File: config.mk
export PLATFORM = sky130hd
export DESIGN_NAME = rr_sreg_arbiter
export DESIGN_NICKNAME = d
export VERILOG_FILES = /design/src/rtl/rr_sreg_pkg.sv /design/src/rtl/rr_pick.sv /design/src/rtl/rr_sreg_arbiter.sv
export SDC_FILE = /design/constraint.sdc
export NUM_CORES = 1
export LEC_CHECK = 0
export CAP_MARGIN = 15
export CORE_MARGIN = 10
export CORE_UTILIZATION = 30
export DETAILED_ROUTE_END_ITERATION = 12
export SETUP_SLACK_MARGIN = 0.05
export SYNTH_ARGS = -nofsm -noshare
export SYNTH_HDL_FRONTEND = slang
export SYNTH_SLANG_ARGS = --single-unit
File: constraint.sdc
create_clock -name Clk -period 5.5 [get_ports Clk]
set_input_delay 1.1 -clock Clk [delete_from_list [all_inputs] [get_ports Clk]]
set_output_delay 1.1 -clock Clk [all_outputs]
set_load 0.01 [all_outputs]
File: src/rtl/rr_sreg_pkg.sv
`default_nettype none
// ============================================================================
//  Module      : rr_sreg_pkg
//  Description : Shared definitions for the round-robin shared-register
//                arbiter: index-width helper, requester limit and the
//                pipeline stage record {valid, id, data}.
//  Ports       : none (package)
//  Revision    : 1.0  initial release
// ============================================================================

// The stage record depends on per-instance widths, so it is provided as a
// macro that each user expands with its own DATAWIDTH / IDW.
`ifndef RR_SREG_STAGE_T
`define RR_SREG_STAGE_T(DW, IW) struct packed { logic valid; logic [(IW)-1:0] id; logic signed [(DW)-1:0] data; }
`endif

package rr_sreg_pkg;

    localparam int MAX_NREQ = 16;

    // Requester index width; at least one bit even for degenerate counts.
    function automatic int rr_idw(input int nreq);
        return (nreq <= 2) ? 1 : $clog2(nreq);
    endfunction

endpackage

`default_nettype wire

File: src/rtl/rr_pick.sv
`default_nettype none
// ============================================================================
//  Module      : rr_pick
//  Description : Combinational round-robin pick. Rotates Req so that Ptr
//                lands at bit 0, priority-encodes the lowest set bit, then
//                rotates the result back to an absolute requester index.
//  Ports       : Req   in  NREQ  request vector
//                Ptr   in  IDW   first requester to consider
//                Gnt   out NREQ  one-hot pick (zero when no request)
//                GntId out IDW   binary index of the pick (meaningful only
//                                when Gnt is non-zero)
//  Revision    : 1.0  initial release
// ============================================================================
module rr_pick
    import rr_sreg_pkg::*;
#(
    parameter int NREQ = 4,
    parameter int IDW  = rr_idw(NREQ)
) (
    input  logic [NREQ-1:0] Req,
    input  logic [IDW-1:0]  Ptr,
    output logic [NREQ-1:0] Gnt,
    output logic [IDW-1:0]  GntId
);

    logic [NREQ-1:0] w_rot;
    logic [IDW-1:0]  w_off;
    logic [IDW:0]    w_sum;

    always_comb begin
        // Rotate right by Ptr; when Ptr is 0 the left shift by NREQ clears.
        w_rot = (Req >> Ptr) | (Req << (NREQ - int'(Ptr)));

        // Lowest set bit of the rotated vector wins (descending scan).
        w_off = '0;
        for (int k = NREQ - 1; k >= 0; k--) begin
            if (w_rot[k]) begin
                w_off = IDW'(k);
            end
        end

        // Rotate back: both terms are < NREQ, so one conditional subtract
        // gives the modulo even for non-power-of-two NREQ.
        w_sum = {1'b0, Ptr} + {1'b0, w_off};
        if (w_sum >= (IDW+1)'(NREQ)) begin
            w_sum = w_sum - (IDW+1)'(NREQ);
        end

        GntId = w_sum[IDW-1:0];
        Gnt   = (|Req) ? (NREQ'(1) << GntId) : '0;
    end

endmodule

`default_nettype wire

File: src/rtl/rr_sreg_arbiter.sv
`default_nettype none
// ============================================================================
//  Module      : rr_sreg_arbiter
//  Description : Round-robin arbiter that shares one LATENCY-deep signed
//                register chain between NREQ requesters. At most one grant
//                per cycle; the granted operand travels down the chain
//                tagged with its requester index and is presented with
//                valid/ready back-pressure.
//  Ports       : Clk       in  1               clock (rising edge)
//                Rst       in  1               async reset, active-high
//                Req       in  NREQ            per-requester request
//                ReqData   in  NREQ*DATAWIDTH  packed signed operands
//                Gnt       out NREQ            one-hot grant (combinational)
//                OutValid  out 1               result valid
//                OutReady  in  1               downstream accept
//                OutId     out IDW             owner of OutData
//                OutData   out DATAWIDTH       signed result
//  Revision    : 1.0  initial release
// ============================================================================
module rr_sreg_arbiter
    import rr_sreg_pkg::*;
#(
    parameter int DATAWIDTH = 8,
    parameter int NREQ      = 4,
    parameter int LATENCY   = 2,
    parameter int IDW       = rr_idw(NREQ)
) (
    input  logic                        Clk,
    input  logic                        Rst,
    input  logic [NREQ-1:0]             Req,
    input  logic [NREQ*DATAWIDTH-1:0]   ReqData,
    output logic [NREQ-1:0]             Gnt,
    output logic                        OutValid,
    input  logic                        OutReady,
    output logic [IDW-1:0]              OutId,
    output logic signed [DATAWIDTH-1:0] OutData
);

    typedef `RR_SREG_STAGE_T(DATAWIDTH, IDW) stage_t;

    logic [IDW-1:0]              r_ptr;
    logic [NREQ-1:0]             w_pick_gnt;
    logic [IDW-1:0]              w_pick_id;
    logic                        w_adv;
    logic                        w_fire;
    logic signed [DATAWIDTH-1:0] w_sel_data;
    stage_t                      w_load;
    stage_t                      w_stage [LATENCY];

    rr_pick #(
        .NREQ (NREQ),
        .IDW  (IDW)
    ) u_pick (
        .Req   (Req),
        .Ptr   (r_ptr),
        .Gnt   (w_pick_gnt),
        .GntId (w_pick_id)
    );

    // The whole chain advances unless a valid head is being refused; a
    // bubble at the head never blocks. Rst is included so no grant is
    // shown while reset is held.
    assign w_adv  = ~(OutValid & ~OutReady) & ~Rst;
    assign Gnt    = w_adv ? w_pick_gnt : '0;
    assign w_fire = |Gnt;

    // Constant-index mux avoids a variable part-select on the packed bus.
    always_comb begin
        w_sel_data = '0;
        for (int k = 0; k < NREQ; k++) begin
            if (w_pick_gnt[k]) begin
                w_sel_data = ReqData[k*DATAWIDTH +: DATAWIDTH];
            end
        end
        w_load.valid = w_fire;
        w_load.id    = w_pick_id;
        w_load.data  = w_sel_data;
    end

    always_ff @(posedge Clk or posedge Rst) begin
        if (Rst) begin
            r_ptr <= '0;
        end else if (w_fire) begin
            r_ptr <= (w_pick_id == IDW'(NREQ - 1)) ? '0 : w_pick_id + IDW'(1);
        end
    end

    // Register chain: bubbles are carried like items, so holding the
    // whole chain on a stall keeps order and spacing intact.
    for (genvar s = 0; s < LATENCY; s++) begin : g_stage
        stage_t r_q;
        stage_t w_d;

        if (s == 0) begin : g_head
            assign w_d = w_load;
        end else begin : g_body
            assign w_d = w_stage[s-1];
        end

        always_ff @(posedge Clk or posedge Rst) begin
            if (Rst) begin
                r_q <= '0;
            end else if (w_adv) begin
                r_q <= w_d;
            end
        end

        assign w_stage[s] = r_q;
    end

    assign OutValid = w_stage[LATENCY-1].valid;
    assign OutId    = w_stage[LATENCY-1].id;
    assign OutData  = w_stage[LATENCY-1].data;

endmodule

`default_nettype wire

==> summary.txt <==
Critical path
  • Reg-to-reg endpoint: g_stage[0].r_q[1]
  • R2R depth: 15
  • Critical path's slowest cell: clkdlybuf4s50_1
  • Peak fanout along the critical path: 6
  • Critical Path Max Stage Delay: 0.56 ns
  • CP Capture Type: output port
  • Worst r2r src: r_ptr[0]
  • Critical path type: in -> out
  • CP Launch Type: input port
  • Worst path most repeated cell: clkdlybuf4s50_1
  • Crit path cell chain: clkdlybuf4s50_1, mux2i_1, mux2_2, o22ai_1, nand2b_1, a21oi_1, ha_1, xor2_2, xnor2_1, ha_2, o41a_1, and2_1, clkdlybuf4s50_1
  • Buf/Inv on CP: 2
  • Endpoint required time on the critical path: roughly 4.4 ns
  • CP delay by family, top: buffers and inverters
  • Critical Path AT: 4.21 ns
  • R2R setup slack: 1.73 ns

CTS
  • Clock Path Buffers: 2
  • Root buf cell: clkbuf_8
  • Post-CTS Setup Bufs: 0
  • Total CTS buffers: 3
  • Clock latency on the worst-skew pair: 0.26 ns
  • H-tree depth: 1
  • Clock Pin Slew Worst Setup and Hold Paths: 0.08 ns
  • Hold buffer count at cts: 0
  • CTS tree: done
  • CTS resizes: 0
  • Clk sink count: 24

STA
  • Max_slew headroom: 40.0%
  • Period utilization: a little over nine tenths
  • Setup violators final: 0
  • Pins over their slew limit: 0
  • Worst hold slack: between 0.4 and 0.5 ns
  • Min Tclk post-route: between 5 and 6 ns
  • Worst clock skew: 0.00722 ns
  • Final WS setup: 0.193 ns
  • Fin. Hold Viols: 0
  • Worst-Margin Slew: 0.899 ns
  • Unrepaired setup endpoints after global routing: yes
  • Max Freq: 188 MHz

GRT
  • First-pass GRT wire length: 7120 µm
  • Total grt overflow: 0
  • Vias in the first global route: 1431
  • Largest net degree at the start of global routing: 26
  • GRT Total Usage: 9.93%
  • Initial antenna violation count: 0

Layout
  • FF+latch area: 601 µm²
  • N_diodes: 0
  • Layout cell share with drive strength beyond 1: between 10 and 15%
  • Fill cells: approximately 530
  • Area occupied by multi-input gates: 896 µm²
  • Layout area overhead: 42.2%
  • Final #Nets: 275

Die
  • Die Footprint: 8540 µm²
  • DIE HEIGHT: 92.4 µm
  • Initial cell density of the core: 30.8%
  • Die X: 92.4 µm
  • IO Pins: 54
  • Core box area: 5110 µm²
  • FP Rows: 26

Drt
  • Drt drc: 0
  • M1 WL: 2050 µm
  • DR WL met3: 355 µm
  • Top Metal Used: met4
  • Vias/cell: 4.66
  • Detailed Route WL: 4140 µm
  • Antenna Nets Post-Route: 0
  • DRT Pass-1 Iters: 4
  • Vias: between 1000 and 1500
  • Starting DRT DRC Count: 93
  • Met2 wire length: between 1500 and 2000 µm
  • DR WL/cell: about 14 µm

Yosys
  • Ys async rst share: 100%
  • Cell variety after synth: 35
  • Post-synth EDFFs: 0
  • YS warnings: 0
  • Seq/Total Area, Yosys: 38.2%
  • Yosys reg bits: 24
  • Syn_nets: 222
  • Prevailing post-synth register cell: dfrtp_1
  • Mapped Area: approximately 1600 µm²
  • Mapped Avg Cell Area: 8.89 µm²
  • Post-Synthesis Cells: 177

Place
  • I/O Buffers: 53
  • Place WS: ~0.11 ns
  • HPWL after detailed placement: 3290 µm
  • Routability Congestion: around 0.8

Flow run
  • Max-cap violations: 0

Pwr
  • Leakage power: around 0.0010 µW
  • Clk pwr share: 6.5%
  • Combinational share of power: 74.8%
  • Sequential share of power: a little under a fifth
  • Switching Fraction: 46.9%
  • Pwr/cell area: 800 nW/µm²
  • NetSw: 840 µW
  • Internal power: between 900 and 1000 µW
  • Worst VDD drop: 442 µV

Worst hold path
  • Worst hold-check path type: reg -> reg
  • Hold Path End: OutData[3]
  • Hold wc startpoint: g_stage[0].r_q[3]
  • Hold Path Depth: 2

Status
  • Outcome: finished, final reports clean
worst reg2reg max path, stage by stage, from the launching register on:
cell	delay, ns
dfrtp_1	0.60
inv_1	0.11
ha_1	0.36
or2_2	0.32
o221ai_1	0.29
nand2b_1	0.10
a21oi_1	0.16
ha_1	0.20
xor2_2	0.21
xnor2_1	0.19
ha_1	0.24
nor2b_1	0.43
a32oi_1	0.18
nand2_1	0.10
o211ai_2	0.10
a21oi_2	0.12
registers in the layout, indices dropped and copies added (netlist names):
signal	flops
OutId	2
g_stage.r_q	11
r_ptr	2
OutData	8
OutValid	1
power groups by stage:
stage | combinational [µW] | clock, µW | sequential (µW)
detailed placement | 1350 | 0 | 338
CTS | 1350 | 122 | 334
global route | 1520 | 130 | 352
finish | 1340 | 116 | 334
global placement | 1330 | 0 | 336
floorplan | 997 | 0 | 338
logic make-up (layout without fill, tap and decap cells):
group | Yosys count | in the layout | share of synthesized area [%]
xor+xnor | 3 | 3 | 1.67
flops | 24 | 24 | 38.2
fa+ha+maj | 6 | 6 | 4.77
buf+inv | 17 | 69 | 5.72
mux | 7 | 7 | 4.61
compound gates | 46 | 46 | 24.2
simple gates | 74 | 74 | 20.8
cell usage after synthesis (3+ instances only):
library cell	count	area, µm²
a21oi_2	7	61.3
buf_6	3	33.8
nand2_1	47	176
a32oi_1	8	70.1
dfrtp_1	24	601
inv_1	7	26.3
clkbuf_1	6	22.5
ha_1	6	75.1
mux2i_1	5	50.1
o221ai_1	3	26.3
nor2_1	13	48.8
a21oi_1	11	55.1
o211ai_2	8	100
how the worst max path moves through the flow:
| stage | start | to | depth (start not counted) |
|---|---|---|---|
| final | Req[2] | Gnt[1] | 13 |
| after global routing | Req[0] | Gnt[3] | 14 |
| after CTS | Req[1] | Gnt[3] | 14 |
| after detailed placement | Req[1] | Gnt[3] | 14 |
| after global placement | Req[2] | Gnt[3] | 14 |
| after floorplan | Req[0] | Gnt[1] | 12 |
cell type report:
type	count	share of cell area, %
flip-flops and latches	24	26.8
well taps	70	3.91
inverters	7	1.17
repair buffers	58	25.6
multi-input cells	136	40.0
clock buffers	4	2.46
through the flow:
| stage | TNS, ns | total power [µW] | utilization, % | std cells | instance area (µm²) |
|---|---|---|---|---|---|
| global placement | 0 | 1660 | 42.4 | 295 | 2170 |
| floorplan | 0 | 1330 | - | 177 | 1570 |
| global route | -0.0122 | 2000 | 43.8 | 299 | 2240 |
| CTS | 0 | 1810 | 43.5 | 299 | 2220 |
| finish | 0 | 1790 | 43.8 | 299 | 2240 |
| detailed placement | 0 | 1680 | 42.4 | 295 | 2170 |
cell usage in the layout (no fill, tap or decap), types with 3 or more instances in the layout:
cell type | synthesis | final
o221ai_1 | 3 | 3
inv_1 | 7 | 7
mux2i_1 | 5 | 5
a21oi_2 | 7 | 7
o211ai_2 | 8 | 8
a21oi_1 | 11 | 11
clkdlybuf4s50_1 | 0 | 51
ha_1 | 6 | 4
clkbuf_8 | 0 | 4
nor2_1 | 13 | 13
nand2_1 | 47 | 47
dfrtp_1 | 24 | 24
buf_4 | 1 | 5
a32oi_1 | 8 | 8
layer usage:
layer / vias up / GRT usage (%)
met5: - / 0
met4: 0 / 3.86
met3: 2 / 3.23
met2: 37 / 14.0
met1: 627 / 13.6
li1: 726 / -
Power figures use the tool's default switching activity.
